$ cat src/rtl/vga_timing_gen.sv
// Raster timing generator: pixel-enable divider, x/y counters and registered sync/active/strobe outputs.
// Optional colour-bar test pattern on rgb when VGA_TEST_PATTERN_EN is defined.
module vga_timing_gen #(
    parameter int H_ACTIVE = 640,
    parameter int H_FP     = 16,
    parameter int H_SYNC   = 96,
    parameter int H_BP     = 48,
    parameter int V_ACTIVE = 480,
    parameter int V_FP     = 10,
    parameter int V_SYNC   = 2,
    parameter int V_BP     = 33,
    parameter int H_POL    = 0,
    parameter int V_POL    = 0,
    parameter int PIX_DIV  = 1,
    parameter int CW       = 12
) (
    input  logic          clk,
    input  logic          rst,
    input  logic          en,
    output logic          pix_tick,
    output logic          hsync,
    output logic          vsync,
    output logic          active,
    output logic [CW-1:0] x,
    output logic [CW-1:0] y,
    output logic          line_start,
    output logic          frame_start
`ifdef VGA_TEST_PATTERN_EN
    ,
    output logic [11:0]   rgb
`endif
);

    localparam int H_TOTAL = H_ACTIVE + H_FP + H_SYNC + H_BP;
    localparam int V_TOTAL = V_ACTIVE + V_FP + V_SYNC + V_BP;
    localparam int DW      = (PIX_DIV > 1) ? $clog2(PIX_DIV) : 1;

    localparam logic [DW-1:0] DIV_LAST = DW'(PIX_DIV - 1);
    localparam logic [CW-1:0] H_LAST   = CW'(H_TOTAL - 1);
    localparam logic [CW-1:0] V_LAST   = CW'(V_TOTAL - 1);
    // One extra bit so window ends equal to 2**CW still compare correctly
    localparam logic [CW:0]   HS_START = (CW+1)'(H_ACTIVE + H_FP);
    localparam logic [CW:0]   HS_END   = (CW+1)'(H_ACTIVE + H_FP + H_SYNC);
    localparam logic [CW:0]   VS_START = (CW+1)'(V_ACTIVE + V_FP);
    localparam logic [CW:0]   VS_END   = (CW+1)'(V_ACTIVE + V_FP + V_SYNC);
    localparam logic [CW:0]   HA_LIM   = (CW+1)'(H_ACTIVE);
    localparam logic [CW:0]   VA_LIM   = (CW+1)'(V_ACTIVE);
    localparam logic          HP       = (H_POL != 0);
    localparam logic          VP       = (V_POL != 0);

    logic [DW-1:0] div_cnt_reg, div_cnt_next;
    logic [CW-1:0] x_reg, x_next;
    logic [CW-1:0] y_reg, y_next;
    logic          hsync_reg, hsync_next;
    logic          vsync_reg, vsync_next;
    logic          active_reg, active_next;
    logic          line_start_reg;
    logic          frame_start_reg;
    logic          tick;
    logic          h_wrap;
    logic          v_wrap;

    always_comb begin
        tick   = en & ~rst & (div_cnt_reg == DIV_LAST);
        h_wrap = (x_reg == H_LAST);
        v_wrap = (y_reg == V_LAST);

        div_cnt_next = div_cnt_reg;
        if (en) begin
            div_cnt_next = (div_cnt_reg == DIV_LAST) ? '0 : div_cnt_reg + 1'b1;
        end

        x_next = x_reg;
        y_next = y_reg;
        if (tick) begin
            x_next = h_wrap ? '0 : x_reg + 1'b1;
            if (h_wrap) begin
                y_next = v_wrap ? '0 : y_reg + 1'b1;
            end
        end

        // Decoded from the next coordinates so the registered flags line up with x/y
        hsync_next  = (({1'b0, x_next} >= HS_START) && ({1'b0, x_next} < HS_END)) ? HP : ~HP;
        vsync_next  = (({1'b0, y_next} >= VS_START) && ({1'b0, y_next} < VS_END)) ? VP : ~VP;
        active_next = ({1'b0, x_next} < HA_LIM) && ({1'b0, y_next} < VA_LIM);
    end

    always_ff @(posedge clk) begin
        if (rst) begin
            div_cnt_reg     <= '0;
            x_reg           <= '0;
            y_reg           <= '0;
            hsync_reg       <= ~HP;
            vsync_reg       <= ~VP;
            active_reg      <= 1'b0;
            line_start_reg  <= 1'b0;
            frame_start_reg <= 1'b0;
        end else begin
            div_cnt_reg     <= div_cnt_next;
            x_reg           <= x_next;
            y_reg           <= y_next;
            line_start_reg  <= tick & h_wrap;
            frame_start_reg <= tick & h_wrap & v_wrap;
            // Flags only move on pixel edges, so the reset pixel stays blanked until the first tick
            if (tick) begin
                hsync_reg  <= hsync_next;
                vsync_reg  <= vsync_next;
                active_reg <= active_next;
            end
        end
    end

    assign pix_tick    = tick;
    assign hsync       = hsync_reg;
    assign vsync       = vsync_reg;
    assign active      = active_reg;
    assign x           = x_reg;
    assign y           = y_reg;
    assign line_start  = line_start_reg & en & ~rst;
    assign frame_start = frame_start_reg & en & ~rst;

`ifdef VGA_TEST_PATTERN_EN
    logic [6:0]  bar_ge;
    logic [2:0]  bar_next;
    logic [11:0] rgb_next;
    logic [11:0] rgb_reg;

    // Bar index = x*8/H_ACTIVE, found by comparing against the seven bar boundaries
    for (genvar gi = 1; gi < 8; gi++) begin : g_bar_edge
        localparam logic [CW:0] EDGE = (CW+1)'((gi * H_ACTIVE + 7) / 8);
        assign bar_ge[gi-1] = ({1'b0, x_next} >= EDGE);
    end

    always_comb begin
        bar_next = '0;
        for (int i = 0; i < 7; i++) begin
            bar_next = bar_next + {2'b00, bar_ge[i]};
        end
        rgb_next = active_next ? {{4{bar_next[0]}}, {4{bar_next[1]}}, {4{bar_next[2]}}} : 12'h000;
    end

    always_ff @(posedge clk) begin
        if (rst) begin
            rgb_reg <= '0;
        end else if (tick) begin
            rgb_reg <= rgb_next;
        end
    end

    assign rgb = rgb_reg;
`endif

endmodule

$ cat config.mk
export PLATFORM = sky130hd
export DESIGN_NAME = vga_timing_gen
export DESIGN_NICKNAME = d
export VERILOG_FILES = /design/src/rtl/vga_timing_gen.sv
export SDC_FILE = /design/constraint.sdc
export NUM_CORES = 1
export LEC_CHECK = 0
export ABC_AREA = 1
export CORE_ASPECT_RATIO = 2
export CORE_MARGIN = 5
export CORE_UTILIZATION = 40
export DETAILED_ROUTE_END_ITERATION = 7
export PLACE_DENSITY_LB_ADDON = 0.1
export SLEW_MARGIN = 20
export SYNTH_ARGS = -nofsm -noshare
export SYNTH_HDL_FRONTEND = slang
export SYNTH_SLANG_ARGS = --single-unit
$ cat constraint.sdc
create_clock -name clk -period 2.6 [get_ports clk]
set_input_delay 0.26 -clock clk [delete_from_list [all_inputs] [get_ports clk]]
set_output_delay 0.26 -clock clk [all_outputs]
set_load 0.01 [all_outputs]
* Yosys cells after proc, flatten, opt, wreduce, memory -nomap -nowiden
Index checks and enable logic that the tools add are counted.
** Storage, ports and cells
- Memories :: 0
- Latch bits :: 0
- Bits in registers :: 30
- Memory bits (read-only) :: 0
- Memory bits (writable) :: 0
- Output and inout port bits :: 30
** Cells by class
- Multiplexer cells :: 8
- Shift-type cells :: 0
- Divide/modulo/power cells :: 0
- $add $sub $neg :: 3
- $mul :: 0
- Reduce and logical (&&, ||, !) cells :: 3
- Eq/ne operators :: 2
- Bitwise operators :: 10
- Magnitude comparators :: 6
** Operators by type and width (count)
- 12-bit two-way mux :: 5
- 12-bit by 1-bit adder with 12-bit output, second input constant :: 2
- 12-bit by 10-bit equality test with 1-bit output, second input constant :: 2
- 12-bit by 10-bit < comparator with 1-bit output, second input constant :: 2
- 12-bit by 9-bit < comparator with 1-bit output, second input constant :: 2
- 12-bit by 10-bit greater-or-equal comparator with 1-bit output, second input constant :: 1
- 12-bit by 9-bit greater-or-equal comparator with 1-bit output, second input constant :: 1
- 1-bit AND :: 8
- 1-bit logical AND :: 3
- 1-bit two-way mux :: 3
- 1-bit NOT :: 2
- 1-bit adder, second input constant :: 1

* Logic depth before layout (Yosys ltp)
- Word-level depth :: 7
- Gate-level depth with buffers :: 15

* Worst setup path before layout
No wires, ideal clock.
- Kind :: register to register
- From :: reg x_reg[0] (netlist: x[0])
- To :: reg vsync_reg (netlist: vsync)
- Cell stages (with the launch flop) :: 13
- Setup slack :: 717 ps
- Library setup time :: 115 ps
- Clock period less this slack :: 1883 ps
- Required time :: 2485 ps
- Arrival :: 1768 ps
- Cell sequence :: dfxtp_1 > ha_1 > nand2_1 > nor2_4 > nand3_4 > nor2_1 > nand3_1 > nand3_2 > nand2_1 > nor3b_1 > nand2_1 > nand2_1 > nand2_1
** Between the ends
- Word-level cells in the longest chain between the ends :: 6
** Ends and longest elaborated chain
- start, declared :: line 52 : logic [CW-1:0] x_reg, x_next;
- start signal, assigned :: line 100 : x_reg <= x_next;
- 12-bit by 10-bit equality test with 1-bit output * :: line 65 : h_wrap = (x_reg == H_LAST);
- 12-bit two-way mux * :: line 77 : if (h_wrap) begin
- 12-bit two-way mux * :: line 75 : if (tick) begin
- 12-bit by 9-bit greater-or-equal comparator with 1-bit output / 12-bit by 9-bit < comparator with 1-bit output (equally long branches) :: line 84 : vsync_next = (({1'b0, y_next} >= VS_START) && ({1'b0, y_next} < VS_END)) ? VP : ~VP;
- 1-bit logical AND * :: line 84
- 1-bit two-way mux * :: line 84
- end signal, assigned :: line 94 : vsync_reg <= ~VP;
- end signal, assigned :: line 107 : vsync_reg <= vsync_next;
- end, declared :: line 55 : logic vsync_reg, vsync_next;
Mark *: on every way between the ends. The rest lies on a longest branch, timed or not.
A chain may end at the register's enable or synchronous reset.

* Worst setup path in the final report
Ends and elaborated chain as after synthesis.

==> reports/summary.txt <==
status - complete, no violations
starting density of the core - 40.6%
Vias - 1766
Hold Crit Class - register to register
crit path DAT - 2380 ps
Setup CP Type - register to register
Startpoint Class - register
CTS buffer count - 5
CP max FO - 15
Slew @ Worst Pin - 465 ps
post-synth top area share - 33.6%
mean number of vias per cell - 4.92
Max Clock Freq - 454 MHz
Skew-Pair Late Insertion Delay - 280 ps
cts repair resizes - 0
Core ar. - 4250 µm²
fill cell count - 447
final instance area - 2200 µm²
post-route setup TNS - 0 ps
CTS max path bufs - 2
Total GRT Usage - 17.1%
Most common cell on crit path - nand2_1
I/O pin cnt - 33
n_diodes - 0
vias in the first global route - 1762
Die Wd - 56.5 µm
max_cap viols - 0
Slew Limit Fails - 0
fraction of layout cells with a size suffix above 1 - 8.52%
Post-Place Cell Area - 2100 µm²
floorplan row count - 34
Placer Congestion - 0.952
Cell Area, Synth - 1730 µm²
Root Buffer - clkbuf_8
Crit path largest cell delay - 400 ps
Final setup viols - 0
crit end category - register
Yosys warning count - 0
initial antenna violation count - 0
grt ovf - 0
CP Cell Sequence - ha_1 -> nand2_1 -> nor2_4 -> nand3_4 -> nor2_1 -> nand3_1 -> nand3_2 -> nand2_1 -> nor3b_1 -> nand2_1 -> nand2_1 -> nand2_1
Syn Inst Count - 267
sequential share of the synthesized area - 33.6%
cell taking the most area after synthesis - dfxtp_1
crit path time final - 2200 ps
Crit-path slowest cell - dfxtp_1
commonest cells after routing, fill and taps aside - 57 x nand2_1, 43 x nor2_1, 37 x inv_1, 32 x clkdlybuf4s50_1, 29 x dfxtp_1
RSZ-0062 raised after global routing - no
leak pwr - 0.861 nW
Starting DRT DRC Count - 35
clock skew - 9.95 ps
# DRC - 0
largest net degree at the start of global routing - 23
peak supply drop - 0.000348 V
H-tree levels - 2
number of synthesized register bits - 29
first-pass GRT wire length - 7860 µm
Final Hold Vio Count - 0
synthesized net count - 273
Routed WL - 4560 µm
DR WL/cell - 12.7 µm
clk slew on worst S/H paths - 70 ps
Area Overhead vs Synth - 27.1%
crit-path leading delay family - simple AND/OR/NAND/NOR gates
Worst Path Required - 2780 ps
synth top area cells - dfxtp_1 34%, nand2_1 12%, nor2_1 9.3%
antenna viol nets, final - 0
CTS Hold Bufs - 0
Post-CTS Setup Inserts - 0
Initial DRT Pass Iterations - 4
Avg Cell Area, Syn - 6.48 µm²
total clock sinks - 29
P per Cell Area - 416 nW/µm²
CP bufs+invs - 0
final critical-path share of the clock period - 84.6%
Die ar. - 5820 µm²
Slew HR - 68.7%
CTS tree - built
Net count, final - 310
post-DP HPWL - 3580 µm
chip height - 103 µm
Overall Power - 0.914 mW
commonest non-fill, non-tap cell in the layout - nand2_1
Buffers on Ports - 32
Yosys cell types - 30
-- cell type report --
class                           instances  area [µm²]  share of cell area [%]
Multi-Input combinational cell        193         955                    43.5
Sequential cell                        29         581                    26.4
Timing Repair Buffer                   35         343                    15.6
Inverter                               40         150                    6.83
Clock buffer                            7        96.3                    4.38
Tap cell                               54        67.6                    3.08
Clock inverter                          1        5.00                   0.228
-- per-layer routing --
metal / track usage, % / vias up / wire, µm
li1: - / 929 / -
met1: 20.4 / 789 / 2070
met2: 29.1 / 42 / 2230
met3: 3.63 / 6 / 175
met4: 8.04 / 0 / 80
met5: 0 / - / 0
-- Yosys cell counts --
cell type  number
clkbuf_8        1
or3_1           1
nor2_2          2
a21oi_2         1
inv_2           3
ha_1            3
nor3b_1         1
a211oi_1        1
nand2_2         3
xor2_1          4
o211ai_1        1
nor2_4          4
a21oi_1        11
nand4_1         6
nand3b_1        1
dfxtp_1        29
nand3_1        28
clkbuf_1        2
o21bai_1        1
o21ai_1         3
nand2_1        57
buf_6           2
nand3_4         1
nor4_1          1
nor2_1         43
nand3_2         1
o21ai_0         3
nor3_1         15
a31oi_1         1
inv_1          37
-- cells by family (layout without fill, tap and decap cells) --
family | after synthesis | count (layout) | synth area share, %
simple gates | 164 | 164 | 43.9
buf+inv | 45 | 83 | 11.2
compound gates | 22 | 22 | 7.09
xor+xnor | 4 | 4 | 2.03
flops | 29 | 29 | 33.6
fa+ha+maj | 3 | 3 | 2.17
-- final timing paths --
kind	startpoint	to	slack, ps	cells past startpoint
worst max-delay path	x[0]	vsync	400	12
worst min-delay path	active	active	480	2
worst max register to register	x[0]	vsync	400	12
worst min register to register	active	active	480	2
-- worst min-delay path, cell delays in order, from the launching register on --
cell	delay, ps
dfxtp_1	310
nand2_1	80
a21oi_2	50
-- power by group --
| part | internal (mW) | switching (mW) | total, mW |
|---|---|---|---|
| Sequential | 0.449 | 0.00366 | 0.453 |
| Combinational | 0.0204 | 0.0266 | 0.0469 |
| Clock | 0.239 | 0.175 | 0.414 |
-- through the flow --
step / util, % / setup slack (ps) / hold slack, ps / std cells
after global placement: 49.3 / 336 / 474 / 351
after detailed placement: 49.3 / 343 / 462 / 351
final: 51.6 / 400 / 480 / 359
after floorplan: - / 717 / 461 / 267
after CTS: 51.6 / 403 / 481 / 359
after global routing: 51.6 / 165 / 518 / 359
Note: power is estimated with default switching activity, not from simulation.
